### src/rtl/nrisc_pkg.sv
// nrisc_pkg
// Shared types and constants for the 8-bit nRISC core front end.
//   INST_W / ADDR_W   : instruction and address widths
//   RESET_PC_DEFAULT  : default first fetch address after reset
//   fetch_state_t     : fetch stage state (RUN, FLUSH)
//   fetch_entry_t     : one prefetch queue record {pc, inst}
package nrisc_pkg;

    localparam int INST_W = 8;
    localparam int ADDR_W = 8;

    localparam logic [ADDR_W-1:0] RESET_PC_DEFAULT = 8'h00;

    typedef enum logic {
        RUN   = 1'b0,
        FLUSH = 1'b1
    } fetch_state_t;

    typedef struct packed {
        logic [ADDR_W-1:0] pc;
        logic [INST_W-1:0] inst;
    } fetch_entry_t;

endpackage

### src/rtl/nrisc_fetch_fifo.sv
// nrisc_fetch_fifo
// Synchronous DEPTH-entry prefetch queue of {pc, inst} records.
// Ports:
//   clock, reset    : rising-edge clock, asynchronous active-high reset
//   clear           : drop every entry this cycle (wins over push/pop)
//   push, push_entry: write a record at the tail
//   pop             : remove the head (ignored when empty)
//   head            : head record, all zeros when the queue is empty
//   count           : current occupancy, 0..DEPTH
module nrisc_fetch_fifo
    import nrisc_pkg::*;
#(
    parameter int DEPTH = 4,
    localparam int PW   = $clog2(DEPTH)
) (
    input  logic         clock,
    input  logic         reset,
    input  logic         clear,
    input  logic         push,
    input  fetch_entry_t push_entry,
    input  logic         pop,
    output fetch_entry_t head,
    output logic [PW:0]  count
);

    fetch_entry_t mem [DEPTH];
    logic [PW-1:0] wr_ptr;
    logic [PW-1:0] rd_ptr;
    logic [PW:0]   count_q;
    logic          do_pop;

    // A pop on an empty queue must not move the read pointer.
    assign do_pop = pop && (count_q != '0);

    // Pointers and occupancy; DEPTH is a power of two so pointers wrap naturally.
    always_ff @(posedge clock or posedge reset) begin
        if (reset) begin
            wr_ptr  <= '0;
            rd_ptr  <= '0;
            count_q <= '0;
        end else if (clear) begin
            wr_ptr  <= '0;
            rd_ptr  <= '0;
            count_q <= '0;
        end else begin
            if (push)   wr_ptr <= wr_ptr + 1'b1;
            if (do_pop) rd_ptr <= rd_ptr + 1'b1;
            count_q <= count_q + {{PW{1'b0}}, push} - {{PW{1'b0}}, do_pop};
        end
    end

    // Storage needs no reset: nothing is visible until count says so.
    always_ff @(posedge clock) begin
        if (push && !clear) mem[wr_ptr] <= push_entry;
    end

    assign head  = (count_q != '0) ? mem[rd_ptr] : '0;
    assign count = count_q;

endmodule

### src/rtl/nrisc_fetch.sv
// nrisc_fetch
// Instruction fetch stage: owns the PC, reads the synchronous instruction
// memory, buffers {pc, inst} in a prefetch queue and hands them to decode.
// Ports:
//   clock, reset          : rising-edge clock, asynchronous active-high reset
//   fetch_en              : allows new memory reads (queue still drains when 0)
//   imem_rd_en, imem_addr : read strobe and address to instruction memory
//   imem_data             : read data, valid the cycle after an accepted read
//   redirect, redirect_pc : taken branch/jump, flush and restart at redirect_pc
//   inst_valid/data/pc    : queue head towards decode
//   inst_ready            : decode accepts the head this cycle
module nrisc_fetch
    import nrisc_pkg::*;
#(
    parameter int                DEPTH    = 4,
    parameter logic [ADDR_W-1:0] RESET_PC = RESET_PC_DEFAULT,
    parameter logic [ADDR_W-1:0] PC_STEP  = 8'd1
) (
    input  logic              clock,
    input  logic              reset,
    input  logic              fetch_en,
    output logic              imem_rd_en,
    output logic [ADDR_W-1:0] imem_addr,
    input  logic [INST_W-1:0] imem_data,
    input  logic              redirect,
    input  logic [ADDR_W-1:0] redirect_pc,
    output logic              inst_valid,
    output logic [INST_W-1:0] inst_data,
    output logic [ADDR_W-1:0] inst_pc,
    input  logic              inst_ready
);

    localparam int CW = $clog2(DEPTH);
    localparam logic [CW:0] DEPTH_C = (CW+1)'(DEPTH);

    fetch_state_t      state_q;
    fetch_state_t      state_d;
    logic [ADDR_W-1:0] pc_q;
    logic [ADDR_W-1:0] inflight_pc_q;
    logic              inflight_q;
    logic              issue;
    logic              push;
    logic              pop;
    logic [CW:0]       fifo_count;
    logic [CW:0]       occupancy;
    fetch_entry_t      head;
    fetch_entry_t      push_entry;

    // State register.
    always_ff @(posedge clock or posedge reset) begin
        if (reset) state_q <= RUN;
        else       state_q <= state_d;
    end

    // FLUSH covers exactly the cycle after a redirect; repeated redirects keep it there.
    always_comb begin
        state_d = RUN;
        if (redirect) state_d = FLUSH;
    end

    // Issue, push and pop strobes. Counting the in-flight read in the occupancy
    // guarantees the response always finds a free slot. A response in FLUSH is
    // stale, and a response coinciding with a redirect would land in a queue
    // that is being cleared, so both are dropped.
    always_comb begin
        occupancy = fifo_count + {{CW{1'b0}}, inflight_q};
        issue     = fetch_en && !redirect && !reset && (occupancy < DEPTH_C);
        push      = inflight_q && !redirect && (state_q == RUN);
        pop       = inst_valid && inst_ready && !redirect;
    end

    // Fetch PC and in-flight tracking; the PC of each read rides alongside it
    // so the returning instruction can be tagged.
    always_ff @(posedge clock or posedge reset) begin
        if (reset) begin
            pc_q          <= RESET_PC;
            inflight_q    <= 1'b0;
            inflight_pc_q <= '0;
        end else if (redirect) begin
            pc_q       <= redirect_pc;
            inflight_q <= 1'b0;
        end else begin
            inflight_q <= issue;
            if (issue) begin
                inflight_pc_q <= pc_q;
                pc_q          <= pc_q + PC_STEP;
            end
        end
    end

    assign push_entry = '{pc: inflight_pc_q, inst: imem_data};

    nrisc_fetch_fifo #(
        .DEPTH (DEPTH)
    ) u_fifo (
        .clock      (clock),
        .reset      (reset),
        .clear      (redirect),
        .push       (push),
        .push_entry (push_entry),
        .pop        (pop),
        .head       (head),
        .count      (fifo_count)
    );

    assign imem_rd_en = issue;
    assign imem_addr  = pc_q;
    assign inst_valid = (fifo_count != '0);
    assign inst_data  = head.inst;
    assign inst_pc    = head.pc;

endmodule

### config.mk
export PLATFORM = sky130hd
export DESIGN_NAME = nrisc_fetch
export DESIGN_NICKNAME = d
export VERILOG_FILES = /design/src/rtl/nrisc_pkg.sv /design/src/rtl/nrisc_fetch_fifo.sv /design/src/rtl/nrisc_fetch.sv
export SDC_FILE = /design/constraint.sdc
export NUM_CORES = 1
export LEC_CHECK = 0
export BUFFER_PORTS_ARGS = -buffer_cell sky130_fd_sc_hd__buf_2
export CORE_MARGIN = 5
export CORE_UTILIZATION = 30
export CTS_CLUSTER_SIZE = 28
export DETAILED_ROUTE_END_ITERATION = 7
export PLACE_DENSITY = 0.58
export SYNTH_ARGS = -nofsm -noshare
export SYNTH_HDL_FRONTEND = slang
export SYNTH_SLANG_ARGS = --single-unit
export TNS_END_PERCENT = 50
### constraint.sdc
create_clock -name clock -period 7.4 [get_ports clock]
set_input_delay 0.37 -clock clock [delete_from_list [all_inputs] [get_ports clock]]
set_output_delay 0.37 -clock clock [all_outputs]
set_load 0.05 [all_outputs]
==> reports/metrics.cfg <==
[die]
rows=40
core_mm2=0.01206
die-area_mm2=0.01471
initial_core_util_pct=30.81
io_pins=47
die_h_um=121.3
fp.dieW_um=121.3

[setup_path]
start_kind=register
cp-end-kind=register
cp_max_fo=19
critPathMaxStageDelay_ns=0.71
worst-setup-path-type=reg2reg
critPathSlowestCell=or3_1
arrival_ns=3.11
critPathRequiredTime_ns=7.61
crit_chain=or3_1, nand2_1, nor2_1, ha_1, inv_1, ha_1, inv_1, fa_1, xor2_1, xnor2_1, nor2_1

[layout]
syn2layout_area_growth_pct=18.48
drive_gt1_share_pct=33.21
nets=301
diodes=0
final_cells=445

[routing]
route.vias.total=2026
drt_iter0_drc=120
final_antenna_net_count=0
drc_errors=0
routedWlPerCell_um=15.71
wl_um=6993
vias_per_cell=4.553
firstDrtPassIters=4

[timing]
finalHoldViolCount=0
tightestPinTransition_ns=0.9643
rsz0062_at_grt=no
finalSetupViolCount=0
finalMaxSlewViolations=0
finalCriticalPeriod_ns=2.893
period_share_pct=39.09
fmax_mhz=345.7
setup-tns-final_ns=0
skew_ns=0.008236
max_slew_margin_pct=35.64
whs_ns=0.2424

[placement]
portBuffers=46
dp_hpwl_um=4619
gp_congestion=0.7946
placed_cells=429

[cts]
cts_setup_buffers=0
htree_num_levels=3
cts.path.max_buffers=2
path_clk_slew_ns=0.06
clk_latency_ns=0.34
numCtsBuffers=9
cts-root-buf=clkbuf_16
ctsHoldBuffers=0
cts_sinks=89
cts_resized=0
cts_tree=built

[synthesis]
syn-num-nets=252
yosys.area.top_type=edfxtp_1
synth-main-ff-cell=edfxtp_1
synth_area_mm2=0.003716
synthCells=223
ys_warn_count=0
ys_seq_elements=89
ys_seq_area_share_pct=68.55
ys_types=37
synthTopCellsByArea=edfxtp_1, dfrtp_1, mux4_2
synth_edf_count=64
synth.top_cell.area_share_pct=51.72
syn_area_per_cell_um2=16.66
ys_async_sr_fraction_pct=28.09

[grt]
grt.overflow.total=0
grt_pass1_wl_um=11230
grt_usage_pct=10.16
grt_max_degree=26
antenna_found_initial=0
grt_pass1_vias=2138

[pwr]
leakage_nw=1.638
power.density_mw_per_mm2=338.7
ir_drop_v=0.0001190
power_w=0.001491

[run]
drv_cap=0

[min_path]
hold_path.class=in2reg

[status]
outcome=finished clean

-- worst max-delay path, delay by kind of cell, from the launching register on --
| kind | cells | cell delay, ns |
|---|---|---|
| xor+xnor | 2 | 0.35 |
| fa+ha+maj | 3 | 0.79 |
| buf+inv | 2 | 0.11 |
| flops | 1 | 0.48 |
| simple gates | 4 | 1.05 |
-- area by class of cell --
cell class	instances	area (um2)
fillers	1153	7659
clock buffers	10	239.0
clock inverters	6	41.29
inverters	9	33.78
well taps	168	210.2
repair buffers	47	237.7
multi-input cells	116	1094
flip-flops and latches	89	2547
-- per-layer routing --
| metal | vias to the layer above | global-route usage [%] | part of all wire [%] |
|---|---|---|---|
| met5 | - | 0 | 0 |
| met4 | 0 | 4.202 | 1.9 |
| met3 | 13 | 3.263 | 5.3 |
| met2 | 57 | 15.92 | 47 |
| met1 | 1013 | 12.98 | 46 |
| li1 | 943 | - | - |
-- cell usage in the layout, fill, tap and decap left out, types with 3 or more instances in the layout --
master,synthesis,routed
edfxtp_1,64,64
buf_2,2,46
dfrtp_1,25,25
and2_1,20,20
mux4_2,16,16
nor2_1,12,12
inv_1,9,9
mux2_2,9,9
clkbuf_16,0,9
ha_1,7,7
nand2_1,6,6
xor2_1,5,5
nand4_1,4,4
o21ai_0,4,4
xnor2_1,4,4
a31oi_1,3,3
nand3_1,3,3
clkinv_2,0,3
-- metrics by stage --
| stage | utilization [%] | worst slack (ns) | instance area [um2] |
|---|---|---|---|
| 6_report | 36.50 | 4.507 | 4403 |
| 5_1_grt | 36.50 | 4.334 | 4403 |
| 4_1_cts | 36.50 | 4.474 | 4403 |
| 3_5_place_dp | 34.18 | 4.513 | 4123 |
| 3_3_place_gp | 34.18 | 4.648 | 4123 |
| 2_1_floorplan | - | 4.972 | 3716 |
-- state kept, by name, summed over array words and instances, names as in the netlist --
| register | cells |
|---|---|
| inflight_pc_q | 8 |
| u_fifo.mem | 64 |
| state_q | 1 |
| inflight_q | 1 |
| imem_addr | 8 |
| u_fifo.rd_ptr | 2 |
| u_fifo.wr_ptr | 2 |
| u_fifo.count | 3 |
-- power breakdown --
part	total [W]	switching [W]	internal, W
Clock	0.000421	0.000184	0.000237
Sequential	0.000653	0.0000589	0.000594
Combinational	0.000418	0.000282	0.000135
-- Yosys cell counts (3+ instances only) --
cell type   n
edfxtp_1   64
nand2_1     6
o21ai_0     4
mux4_2     16
a31oi_1     3
nor2_1     12
nand4_1     4
mux2_2      9
xor2_1      5
and2_1     20
ha_1        7
dfrtp_1    25
xnor2_1     4
nand3_1     3
clkbuf_1    3
inv_1       9
-- cells by family (layout without fill, tap and decap cells) --
family | after synthesis | after routing | share of synthesized area [%]
and+or+nand+nor | 56 | 56 | 8.518
muxes | 27 | 27 | 12.96
buffers and inverters | 18 | 72 | 2.020
xor gates and xnor gates | 9 | 9 | 2.121
DFF | 89 | 89 | 68.55
AOI/OAI and AO/OA | 16 | 16 | 2.929
adders and majority gates | 8 | 8 | 2.896
-- path summary, 6_finish.rpt --
path	endpoint	from	cells after the start	slack (ns)
worst max-delay path	u_fifo.count[2]	u_fifo.count[1]	11	4.51
worst min-delay path	imem_addr[0]	redirect_pc[0]	3	0.24
worst max register to register	u_fifo.count[2]	u_fifo.count[1]	11	4.51
worst min register to register	u_fifo.mem[0][15]	inflight_pc_q[7]	0	0.54
max in group asynchronous	u_fifo.wr_ptr[1]	reset	2	6.54
min in group asynchronous	imem_addr[2]	reset	2	0.27
Power figures use the tool's default switching activity.
